<file path="src/rtl/pipeline_pkg.sv">
// Shared definitions for the pipeline control logic.
//   - pcu_state_e : control FSM states (normal run / waiting on data memory)
//   - fwd_sel_e   : EX operand source select (register file, EX/MEM, MEM/WB)
//   - REG_ADDR_W_DEFAULT : default register-address width
package pipeline_pkg;

    localparam int unsigned REG_ADDR_W_DEFAULT = 5;

    typedef enum logic [0:0] {
        StRun,
        StMemWait
    } pcu_state_e;

    typedef enum logic [1:0] {
        FWD_RF  = 2'd0,
        FWD_MEM = 2'd1,
        FWD_WB  = 2'd2
    } fwd_sel_e;

endpackage

</file>
<file path="src/rtl/forwarding_unit.sv">
// Operand forwarding select for one EX source operand (purely combinational).
// Ports:
//   ex_valid, ex_uses_rs, ex_rs    : EX instruction valid, operand read, operand register
//   mem_valid, mem_write, mem_rd   : instruction in MEM
//   wb_valid, wb_write, wb_rd      : instruction in WB
//   fwd_sel                        : FWD_MEM if the MEM result matches, else FWD_WB, else FWD_RF
module forwarding_unit
    import pipeline_pkg::*;
#(
    parameter int unsigned REG_ADDR_W = REG_ADDR_W_DEFAULT
) (
    input  logic                  ex_valid,
    input  logic                  ex_uses_rs,
    input  logic [REG_ADDR_W-1:0] ex_rs,
    input  logic                  mem_valid,
    input  logic                  mem_write,
    input  logic [REG_ADDR_W-1:0] mem_rd,
    input  logic                  wb_valid,
    input  logic                  wb_write,
    input  logic [REG_ADDR_W-1:0] wb_rd,
    output fwd_sel_e              fwd_sel
);

    logic mem_hit;
    logic wb_hit;

    // x0 is hard-wired zero, so a write to it is never a forwarding source.
    assign mem_hit = mem_valid & mem_write & (mem_rd != '0) & (mem_rd == ex_rs);
    assign wb_hit  = wb_valid & wb_write & (wb_rd != '0) & (wb_rd == ex_rs);

    always_comb begin
        fwd_sel = FWD_RF;
        if (ex_valid && ex_uses_rs) begin
            // The younger result (EX/MEM) wins when both stages match.
            if (mem_hit) begin
                fwd_sel = FWD_MEM;
            end else if (wb_hit) begin
                fwd_sel = FWD_WB;
            end
        end
    end

endmodule

</file>
<file path="src/rtl/pipeline_control_unit.sv">
// Hazard and stall control for a five-stage in-order pipeline.
// Ports:
//   clk, rst_n                        : clock, asynchronous active-low reset
//   id_*                              : decoded instruction currently in ID
//   ex_redirect                       : EX resolved a taken control transfer
//   dmem_ready                        : data memory completes this cycle
//   pc_en .. mem_wb_en                : stage-register enables
//   if_id_flush, id_ex_flush          : bubble insertion into IF/ID, ID/EX
//   forward_a, forward_b              : EX operand source selects
//   rf_write                          : register-file write enable in WB
//   stall_count, flush_count          : saturating performance counters
module pipeline_control_unit
    import pipeline_pkg::*;
#(
    parameter int unsigned REG_ADDR_W = REG_ADDR_W_DEFAULT,
    parameter int unsigned CNT_W      = 16
) (
    input  logic                  clk,
    input  logic                  rst_n,
    input  logic                  id_valid,
    input  logic                  id_write,
    input  logic                  id_load,
    input  logic                  id_store,
    input  logic                  id_uses_rs1,
    input  logic                  id_uses_rs2,
    input  logic [REG_ADDR_W-1:0] id_rs1,
    input  logic [REG_ADDR_W-1:0] id_rs2,
    input  logic [REG_ADDR_W-1:0] id_rd,
    input  logic                  ex_redirect,
    input  logic                  dmem_ready,
    output logic                  pc_en,
    output logic                  if_id_en,
    output logic                  id_ex_en,
    output logic                  ex_mem_en,
    output logic                  mem_wb_en,
    output logic                  if_id_flush,
    output logic                  id_ex_flush,
    output logic [1:0]            forward_a,
    output logic [1:0]            forward_b,
    output logic                  rf_write,
    output logic [CNT_W-1:0]      stall_count,
    output logic [CNT_W-1:0]      flush_count
);

    pcu_state_e state_q;

    // Shadow copies of the control fields held in each downstream stage.
    logic                  ex_valid_q, ex_write_q, ex_load_q, ex_store_q;
    logic                  ex_uses_rs1_q, ex_uses_rs2_q;
    logic [REG_ADDR_W-1:0] ex_rd_q, ex_rs1_q, ex_rs2_q;
    logic                  mem_valid_q, mem_write_q, mem_load_q, mem_store_q;
    logic [REG_ADDR_W-1:0] mem_rd_q;
    logic                  wb_valid_q, wb_write_q, wb_load_q, wb_store_q;
    logic [REG_ADDR_W-1:0] wb_rd_q;

    logic [CNT_W-1:0] stall_count_q, flush_count_q;

    logic     freeze;
    logic     load_use_hit;
    logic     stall_evt;
    logic     flush_evt;
    fwd_sel_e fwd_a, fwd_b;
    logic     unused_wb;

    // WB load/store flags are tracked for completeness but not consumed here.
    assign unused_wb = wb_load_q ^ wb_store_q;

    assign freeze = mem_valid_q & (mem_load_q | mem_store_q) & ~dmem_ready;

    assign load_use_hit = id_valid & ex_valid_q & ex_load_q & (ex_rd_q != '0) &
                          ((id_uses_rs1 & (id_rs1 == ex_rd_q)) |
                           (id_uses_rs2 & (id_rs2 == ex_rd_q)));

    assign flush_evt = ~freeze & ex_redirect;
    assign stall_evt = freeze | (~ex_redirect & load_use_hit);

    // Priority: freeze > redirect > load-use > normal advance.
    always_comb begin
        pc_en       = 1'b1;
        if_id_en    = 1'b1;
        id_ex_en    = 1'b1;
        ex_mem_en   = 1'b1;
        mem_wb_en   = 1'b1;
        if_id_flush = 1'b0;
        id_ex_flush = 1'b0;
        if (freeze) begin
            pc_en     = 1'b0;
            if_id_en  = 1'b0;
            id_ex_en  = 1'b0;
            ex_mem_en = 1'b0;
            mem_wb_en = 1'b0;
        end else if (ex_redirect) begin
            if_id_flush = 1'b1;
            id_ex_flush = 1'b1;
        end else if (load_use_hit) begin
            pc_en       = 1'b0;
            if_id_en    = 1'b0;
            id_ex_flush = 1'b1;
        end
    end

    assign rf_write = wb_valid_q & wb_write_q & ~freeze;

    forwarding_unit #(
        .REG_ADDR_W (REG_ADDR_W)
    ) u_fwd_a (
        .ex_valid   (ex_valid_q),
        .ex_uses_rs (ex_uses_rs1_q),
        .ex_rs      (ex_rs1_q),
        .mem_valid  (mem_valid_q),
        .mem_write  (mem_write_q),
        .mem_rd     (mem_rd_q),
        .wb_valid   (wb_valid_q),
        .wb_write   (wb_write_q),
        .wb_rd      (wb_rd_q),
        .fwd_sel    (fwd_a)
    );

    forwarding_unit #(
        .REG_ADDR_W (REG_ADDR_W)
    ) u_fwd_b (
        .ex_valid   (ex_valid_q),
        .ex_uses_rs (ex_uses_rs2_q),
        .ex_rs      (ex_rs2_q),
        .mem_valid  (mem_valid_q),
        .mem_write  (mem_write_q),
        .mem_rd     (mem_rd_q),
        .wb_valid   (wb_valid_q),
        .wb_write   (wb_write_q),
        .wb_rd      (wb_rd_q),
        .fwd_sel    (fwd_b)
    );

    assign forward_a = fwd_a;
    assign forward_b = fwd_b;

    assign stall_count = stall_count_q;
    assign flush_count = flush_count_q;

    always_ff @(posedge clk or negedge rst_n) begin
        if (!rst_n) begin
            state_q <= StRun;
        end else begin
            unique case (state_q)
                StRun:     if (freeze) state_q <= StMemWait;
                StMemWait: if (dmem_ready) state_q <= StRun;
                default:   state_q <= StRun;
            endcase
        end
    end

    always_ff @(posedge clk or negedge rst_n) begin
        if (!rst_n) begin
            ex_valid_q    <= 1'b0;
            ex_write_q    <= 1'b0;
            ex_load_q     <= 1'b0;
            ex_store_q    <= 1'b0;
            ex_uses_rs1_q <= 1'b0;
            ex_uses_rs2_q <= 1'b0;
            ex_rd_q       <= '0;
            ex_rs1_q      <= '0;
            ex_rs2_q      <= '0;
            mem_valid_q   <= 1'b0;
            mem_write_q   <= 1'b0;
            mem_load_q    <= 1'b0;
            mem_store_q   <= 1'b0;
            mem_rd_q      <= '0;
            wb_valid_q    <= 1'b0;
            wb_write_q    <= 1'b0;
            wb_load_q     <= 1'b0;
            wb_store_q    <= 1'b0;
            wb_rd_q       <= '0;
        end else if (!freeze) begin
            wb_valid_q    <= mem_valid_q;
            wb_write_q    <= mem_write_q;
            wb_load_q     <= mem_load_q;
            wb_store_q    <= mem_store_q;
            wb_rd_q       <= mem_rd_q;
            mem_valid_q   <= ex_valid_q;
            mem_write_q   <= ex_write_q;
            mem_load_q    <= ex_load_q;
            mem_store_q   <= ex_store_q;
            mem_rd_q      <= ex_rd_q;
            // A flushed or held-back ID slot enters EX as a bubble.
            ex_valid_q    <= id_valid & ~id_ex_flush;
            ex_write_q    <= id_write;
            ex_load_q     <= id_load;
            ex_store_q    <= id_store;
            ex_uses_rs1_q <= id_uses_rs1;
            ex_uses_rs2_q <= id_uses_rs2;
            ex_rd_q       <= id_rd;
            ex_rs1_q      <= id_rs1;
            ex_rs2_q      <= id_rs2;
        end
    end

    always_ff @(posedge clk or negedge rst_n) begin
        if (!rst_n) begin
            stall_count_q <= '0;
            flush_count_q <= '0;
        end else begin
            if (stall_evt && (stall_count_q != '1)) stall_count_q <= stall_count_q + 1'b1;
            if (flush_evt && (flush_count_q != '1)) flush_count_q <= flush_count_q + 1'b1;
        end
    end

endmodule

</file>
<file path="config.mk">
export PLATFORM = sky130hd
export DESIGN_NAME = pipeline_control_unit
export DESIGN_NICKNAME = d
export VERILOG_FILES = /design/src/rtl/pipeline_pkg.sv /design/src/rtl/forwarding_unit.sv /design/src/rtl/pipeline_control_unit.sv
export SDC_FILE = /design/constraint.sdc
export NUM_CORES = 1
export LEC_CHECK = 0
export ABC_AREA = 1
export CAP_MARGIN = 20
export CORE_MARGIN = 5
export CORE_UTILIZATION = 48
export DETAILED_ROUTE_END_ITERATION = 8
export PLACE_DENSITY_LB_ADDON = 0.08
export SETUP_SLACK_MARGIN = 0.3
export SLEW_MARGIN = 5
export SYNTH_ARGS = -nofsm -noshare
export SYNTH_HDL_FRONTEND = slang
export SYNTH_SLANG_ARGS = --single-unit
</file>
<file path="constraint.sdc">
create_clock -name clk -period 2.05 [get_ports clk]
set_input_delay 0.615 -clock clk [delete_from_list [all_inputs] [get_ports clk]]
set_output_delay 0.615 -clock clk [all_outputs]
set_load 0.02 [all_outputs]
</file>
Word-level counts from Yosys, hierarchy flattened
Index checks and enable logic that the tools add are counted.
W data, S select, Z words.
Storage, ports and cells
  register bits: 69
  input port bits: 25
  output and inout port bits: 44
Operators by class
  add/subtract/negate cells: 2
  equality and inequality tests: 8
  mux-type cells: 15
  bitwise gates (word level): 27
  reductions and logical operators: 7
Operators with widths (count)
  $add A16 B1 Y16 const B: 2
  $ne A16 B16 Y1 const B: 2
  $eq A5 B5 Y1: 6
  $and A1 B1 Y1: 20
  $reduce_bool A5 Y1: 3
  $mux W2: 6
  $mux W1: 9
  $logic_and A1 B1 Y1: 4
  $not A1 Y1: 4
  $or A1 B1 Y1: 3

Longest topological paths before layout
Gate-level depths: netlist of run 1.
  depth in word-level cells: 9
  mapped depth: 12
  depth with buffers taken out: 11

Modules after synthesis
Synthesis of run 1 repeated with hierarchy kept, for this count alone.
Second synthesis, totals
  cell total of the unflattened synthesis: 550
  area, all modules: 3917.5 µm²
Modules (own cells, without submodules)
  pipeline_control_unit: times used 1, cells an instance 422, area each 3409.5 µm², seq. area each 1726.7 µm²
  forwarding_unit: times used 2, cells an instance 64, area each 254.0 µm², seq. area each 0.0 µm²

Worst setup path before layout of run 1
No wires, ideal clock.
  kind: input to output
  from: in id_rs2[3]
  to: out pc_en
  arrival time: 1.583 ns
  data required time: 1.435 ns
  setup slack: -0.148 ns
  cell stages on the path: 11
  cell sequence: inv_1 nand2_1 nand2_1 nor2_2 nand3_1 nand2_1 nand3_2 nand2_4 buf_8 inv_1 buf_4
Between the ends
  longest elaborated chain between the ends: 7
Ends and longest elaborated chain
  start: declaration: line pipeline_control_unit.sv:27  | input logic [REG_ADDR_W-1:0] id_rs2,
  $eq A5 B5 Y1: line pipeline_control_unit.sv:72  | (id_uses_rs2 & (id_rs2 == ex_rd_q)));
  $and A1 B1 Y1: line pipeline_control_unit.sv:72
  $or A1 B1 Y1: line pipeline_control_unit.sv:71  | ((id_uses_rs1 & (id_rs1 == ex_rd_q)) |
  $and A1 B1 Y1: line pipeline_control_unit.sv:70  | assign load_use_hit = id_valid & ex_valid_q & ex_load_q & (ex_rd_q != '0) &
  $mux W1 (3 in a row)
  end: declaration: line pipeline_control_unit.sv:31  | output logic pc_en,
Every way passes these cells.

Worst setup path in the final report of run 1
  from: in id_uses_rs2
  to: out id_ex_flush
Between the ends
  longest elaborated chain between the ends: 6
Ends and longest elaborated chain
  start: declaration: line pipeline_control_unit.sv:25  | input logic id_uses_rs2,
  $and A1 B1 Y1: line pipeline_control_unit.sv:72
  $or A1 B1 Y1: line pipeline_control_unit.sv:71
  $and A1 B1 Y1: line pipeline_control_unit.sv:70
  $mux W1: line pipeline_control_unit.sv:95  | end else if (load_use_hit) begin
  $mux W1: line pipeline_control_unit.sv:92  | end else if (ex_redirect) begin
  $mux W1: line pipeline_control_unit.sv:86  | if (freeze) begin
  end: declaration: line pipeline_control_unit.sv:37  | output logic id_ex_flush,
Every way passes these cells.

==> results of run 1 <==
stage by stage:
step	TNS, ps	setup WS [ps]	hold WS [ps]	power [mW]
3_5_place_dp	-21020	-1080	469	3.19
2_1_floorplan	-144	-144	319	2.54
5_1_grt	-2040	-292	306	4.64
4_1_cts	-1130	-206	308	4.36
6_report	-1140	-214	271	4.37
3_3_place_gp	-20280	-1080	463	3.16
cells in the mapped netlist (all sizes together):
master   number
o211ai        1
nand2       186
inv          59
or2           2
clkbuf        4
nand4        12
buf          10
nand3        33
nor2         44
dfrtp        69
o22ai         1
a21oi         3
xnor2        10
o2111ai       1
o21ai        32
a221oi        1
ha            2
nor3         16
xor2         15
worst max path at each step:
stage	startpoint	end	slack [ps]	cells after the start
after floorplan	id_rs2[3]	pc_en	-140	11
after global placement	id_rs2[3]	id_ex_flush	-1080	10
after detailed placement	id_rs2[3]	id_ex_flush	-1080	10
after CTS	ex_rd_q[3]	if_id_en	-210	10
after global routing	ex_rd_q[3]	id_ex_flush	-290	9
final	id_uses_rs2	id_ex_flush	-210	8
cell type report:
cell class	instances	area, sq um	share of cell area, %
repair buffers	145	1230	22.6
well taps	102	128	2.33
multi-input cells	359	1930	35.3
inverters	59	239	4.37
clock buffers	10	138	2.52
flip-flops and latches	69	1730	31.7
clock inverters	6	62.6	1.14
routing by layer:
layer	global-route usage, %	part of all wire [%]	vias up
li1	-	-	1853
met1	25.4	43	1716
met2	35.7	50	93
met3	4.03	4.6	20
met4	7.77	1.9	0
met5	0	0	-
flip-flops by register name (all words and copies together) (netlist names):
signal	flops
ex_load_q	1
ex_rd_q	5
ex_rs1_q	5
ex_rs2_q	5
ex_store_q	1
ex_uses_rs1_q	1
ex_uses_rs2_q	1
ex_valid_q	1
ex_write_q	1
flush_count	16
mem_load_q	1
mem_rd_q	5
mem_store_q	1
mem_valid_q	1
mem_write_q	1
stall_count	16
wb_rd_q	5
wb_valid_q	1
wb_write_q	1
cell families (layout without fill, tap and decap cells):
group,Yosys count,in the layout,share of synthesized area (%)
AOI/OAI and AO/OA,39,39,5.31
xor gates and xnor gates,25,25,5.63
DFF,69,69,44.4
and+or+nand+nor,293,293,35.5
adders and majority gates,2,2,0.643
buffers and inverters,73,220,8.56
power breakdown:
part / total (mW) / switching [mW] / internal (mW)
Sequential: 1.83 / 0.247 / 1.58
Combinational: 1.42 / 0.765 / 0.651
Clock: 1.12 / 0.531 / 0.590
Total: 4.37 / 1.54 / 2.82
timing repair:
item | CTS | global route
buffers inserted | 18 | 4
setup endpoints to repair | 77 | 61
pin swaps | 19 | 13
gates resized for setup | 176 | 49
cloned | 1 | 0
==> results.cfg, run 1 <==
[floorplan]
rows = 32
io_pins = 69
initial_utilization_pct = 49.8
die_area_sq_um = 10000
die_height_um = 100
fp.dieW_um = 100
coreArea_sq_um = 7810

[sta]
timing.final.crit_share_pct = 110
fin_skew_ps = 11.8
rsz0062_at_grt = true
maxSlewHeadroom_pct = 73.7
fmax_ghz = 0.442
period_minus_slack_ps = 2260
finalMaxSlewViolations = 0
setup_ws_ps = -214
setup-violations-final = 8
hold_viol = 0
worst_pin_slew_ps = 395

[global_route]
grt_pass1_wl_um = 16600
track_usage_pct = 20.6
antenna_found_initial = 0
grt_pass1_vias = 3707
grt_max_degree = 70
grt-ovfl-total = 0

[final_layout]
fin_nets = 670
fillers = 657
utilization_pct = 70.0
drive_gt1_share_pct = 33.5
final_common_cell = nand2_1
syn2layout_area_growth_pct = 40.6
layout_common_cells = nand2_1, buf_4, dfrtp_1
stdcell_area_sq_um = 5470
num_antenna_cells = 0
fin_cells = 750

[worst_setup_path]
crit_arrival_ps = 1650
reg2reg_setup_slack_ps = 110
reg2reg_to = stall_count[1]
crit_family = simple AND/OR/NAND/NOR gates
worstPathRequired_ps = 1430
r2r_start = ex_rd_q[3]
ff2ff_path_depth = 12
cp_max_fo = 2
crit_path_start_kind = input port
crit_type = in -> out
crit_path_max_incr_delay_ps = 280
slowest_stage = dlygate4sd2_1
end_kind = output port
crit_chain = dlygate4sd2_1, nand2_1, nor2_2, nand3_1, nand2_2, nand2_4, o21ai_4, buf_6
path_buf_inv = 2

[place]
place_area_sq_um = 5040
place.gp.congestion = 0.812
dp_hpwl_um = 6920
port_buffers = 68
place_inst = 711

[routing]
drtAntennaViolNets = 0
via_per_inst = 4.91
drt-wirelength-per-cell_um = 13.4
drc = 0
wl_um = 10100
dr.pass1.iters = 4
drt_iter0_drc = 107
num_vias = 3682

[yosys]
ys_ff_latch = 69
avgSynthCellArea_sq_um = 7.76
netlist.top_cell.by_area = dfrtp_1
synth.top_cell.area_share_pct = 44.4
seq_area_frac_synth_pct = 44.4
synth.yosys.warnings = 0
synth.distinct_cells = 33
syn_area_sq_um = 3890
yosys-top-cells-area = dfrtp_1, nand2_1, inv_1
synthesis.nets = 528
syn_inst = 501

[power_and_ir_drop]
peakVddDrop_mv = 0.618
leakage_nw = 2.74
power_density_nw_per_um2 = 799

[cts]
clk_pin_slew_ps = 70
cts_sinks = 69
cts_tree = yes
cts_inserted_buffers = 9
cts_max_level = 3
cts_root_buf = clkbuf_8
cts_hold_buf = 0
clockBufferDepth = 2
clock_latency_ps = 350

[outcome]
outcome = finished, violations left
violations = negative setup slack

[run]
maxCapViolCount = 0

[worst_hold_path]
hold_class = in -> async
(Power assumes the default switching activity.)
==> run 2, diff against run 1 <==
- PLACE_DENSITY: unset -> 0.86
- PLACE_DENSITY_LB_ADDON: 0.08 -> unset
- RECOVER_POWER: unset -> 100
==> run 2 against run 1 <==
Effect of this change:
- sequential power is 2% higher
- the run still ends with negative setup slack left
- cell area is 8.5% higher
- critical path depth stayed put
- fmax is 5.8% lower
- wire length is 46% higher
- register-to-register slack worse by 360 ps
- global-route usage is 3.2 points higher
- sequential share of layout area is 2.4 points lower
==> results.cfg, run 2 (synthesis gave the netlist of run 1 again) <==
[power_and_ir_drop]
pwr-share-seq_pct = 39.5
p_comb_share_pct = 36.1
sw_frac_of_total_pct = 37.6
peakVddDrop_mv = 0.377
power_density_nw_per_um2 = 797
leakage_nw = 2.96
p_switching_mw = 1.78
p_int_mw = 2.95
pwr-share-clk_pct = 24.3

[outcome]
outcome = finished, violations left
violations = negative setup slack

[final_layout]
regArea_sq_um = 1740
num_antenna_cells = 0
drive_gt1_share_pct = 42.1
syn2layout_area_growth_pct = 52.6
layout_common_cells = nand2_1, buf_4, dfrtp_1
fin_nets = 697
utilization_pct = 76.0
fillers = 469
multiInputGateArea_sq_um = 2120
final_common_cell = nand2_1

[worst_setup_path]
slowest_stage = dfrtp_1
crit_arrival_ps = 1790
crit_path_start_kind = flop
crit_chain = inv_2, nand4_1, o211ai_1, inv_1, nand2_2, inv_2, nor2_2, buf_6
crit_top_cell = inv_2
end_kind = output port
worstPathRequired_ps = 1430
cp_max_fo = 4
crit_path_max_incr_delay_ps = 450
crit_type = reg -> out

[sta]
maxSlewHeadroom_pct = 35.2
hold_viol = 0
finalMaxSlewViolations = 0
setup-violations-final = 28
rsz0062_at_grt = true
fin_skew_ps = 13.9
period_minus_slack_ps = 2400
worst_pin_slew_ps = 972
fmax_ghz = 0.416
timing.final.crit_share_pct = 117
setup_ws_ps = -354

[routing]
drt-wirelength-per-cell_um = 18.9
wl_um = 14700
num_vias = 4484
drtAntennaViolNets = 0
dr.pass1.iters = 7
drc = 0
drt_iter0_drc = 470
via_per_inst = 5.77

[global_route]
grt_pass1_wl_um = 18900
grt_max_degree = 70
track_usage_pct = 23.8
antenna_found_initial = 0
grt_pass1_vias = 4015
grt-ovfl-total = 0

[floorplan]
die_height_um = 100
coreArea_sq_um = 7810
rows = 32
initial_utilization_pct = 49.8
io_pins = 69
die_area_sq_um = 10000
fp.dieW_um = 100

[cts]
cts_sinks = 69
cts_tree = yes
clk_pin_slew_ps = 80
cts_hold_buf = 0
cts_inserted_buffers = 9
cts_max_level = 3
clock_latency_ps = 360
clockBufferDepth = 2
cts_root_buf = clkbuf_8

[place]
dp_hpwl_um = 7370
port_buffers = 68
place.gp.congestion = 0.868
preCtsSetupSlack_ps = -1080

[run]
maxCapViolCount = 0

[worst_hold_path]
hold_class = in -> async
==> run 2: cell types whose count changed in the layout (fill, tap and decap cells not counted), moves of 4 or more <==
cell | before | now
buf_6 | 15 | 42
nand2_1 | 174 | 148
nand2_2 | 8 | 30
buf_2 | 3 | 7
buf_4 | 71 | 67
dlygate4sd2_1 | 11 | 7
nand2_4 | 4 | 8
nor2_4 | 5 | 9
==> run 2: per-stage QoR <==
| step | power, mW | setup TNS (ps) | hold slack, ps | instance area, sq um | std cells |
|---|---|---|---|---|---|
| after floorplan | 2.54 | -144 | 319 | 3940 | 501 |
| after global placement | 3.13 | -22480 | 452 | 5020 | 708 |
| after detailed placement | 3.21 | -25550 | 462 | 5020 | 708 |
| after CTS | 4.35 | -1310 | 293 | 5480 | 747 |
| after global routing | 4.93 | -7260 | 543 | 5930 | 777 |
| final | 4.73 | -5910 | 514 | 5930 | 777 |
==> run 2: power by group through the flow <==
stage               registers (mW)  clock network [mW]  logic, mW
CTS                           1.83                1.12       1.39
global placement              1.83                   0       1.30
detailed placement            1.85                   0       1.35
finish                        1.87                1.15       1.71
global route                  1.90                1.20       1.83
floorplan                     1.93                   0      0.616
==> run 2: path summary, 6_finish.rpt <==
kind	startpoint	endpoint	cells after the start	slack, ps
max	mem_rd_q[3]	forward_a[1]	8	-350
min	rst_n	mem_rd_q[3]	2	510
max reg2reg	ex_rd_q[3]	stall_count[2]	16	-250
min reg2reg	ex_store_q	ex_store_q	2	510
max in group asynchronous	rst_n	wb_rd_q[2]	2	840
min in group clk	ex_store_q	ex_store_q	2	510
==> run 2: timing repair <==
action | CTS | global route
gates resized for setup | 210 | 110
gates cloned | 0 | 5
buffers inserted | 23 | 25
setup endpoints to repair | 107 | 71
pin swaps | 25 | 22
==> run 2: area by class of cell <==
type	instances	area share, %
multi-input cells	361	35.7
inverters	59	3.98
clock inverters	4	0.801
well taps	102	2.15
clock buffers	12	2.45
flip-flops and latches	69	29.3
repair buffers	170	25.6
==> run 2: routing by layer <==
metal  vias to the layer above  GRT usage (%)  wire length (um)
li1                       1909              -                 -
met1                      2169           29.0              5470
met2                       332           40.4              7100
met3                        74           4.31              1370
met4                         0           11.8               750
met5                         -              0                 0
==> run 2: critical path, delay by kind of cell (launching register included) <==
kind | cells | cell delay, ps
buffers and inverters | 4 | 400
AND/OR/NAND/NOR | 3 | 370
AO/OA/AOI/OAI | 1 | 220
flip-flops | 1 | 450
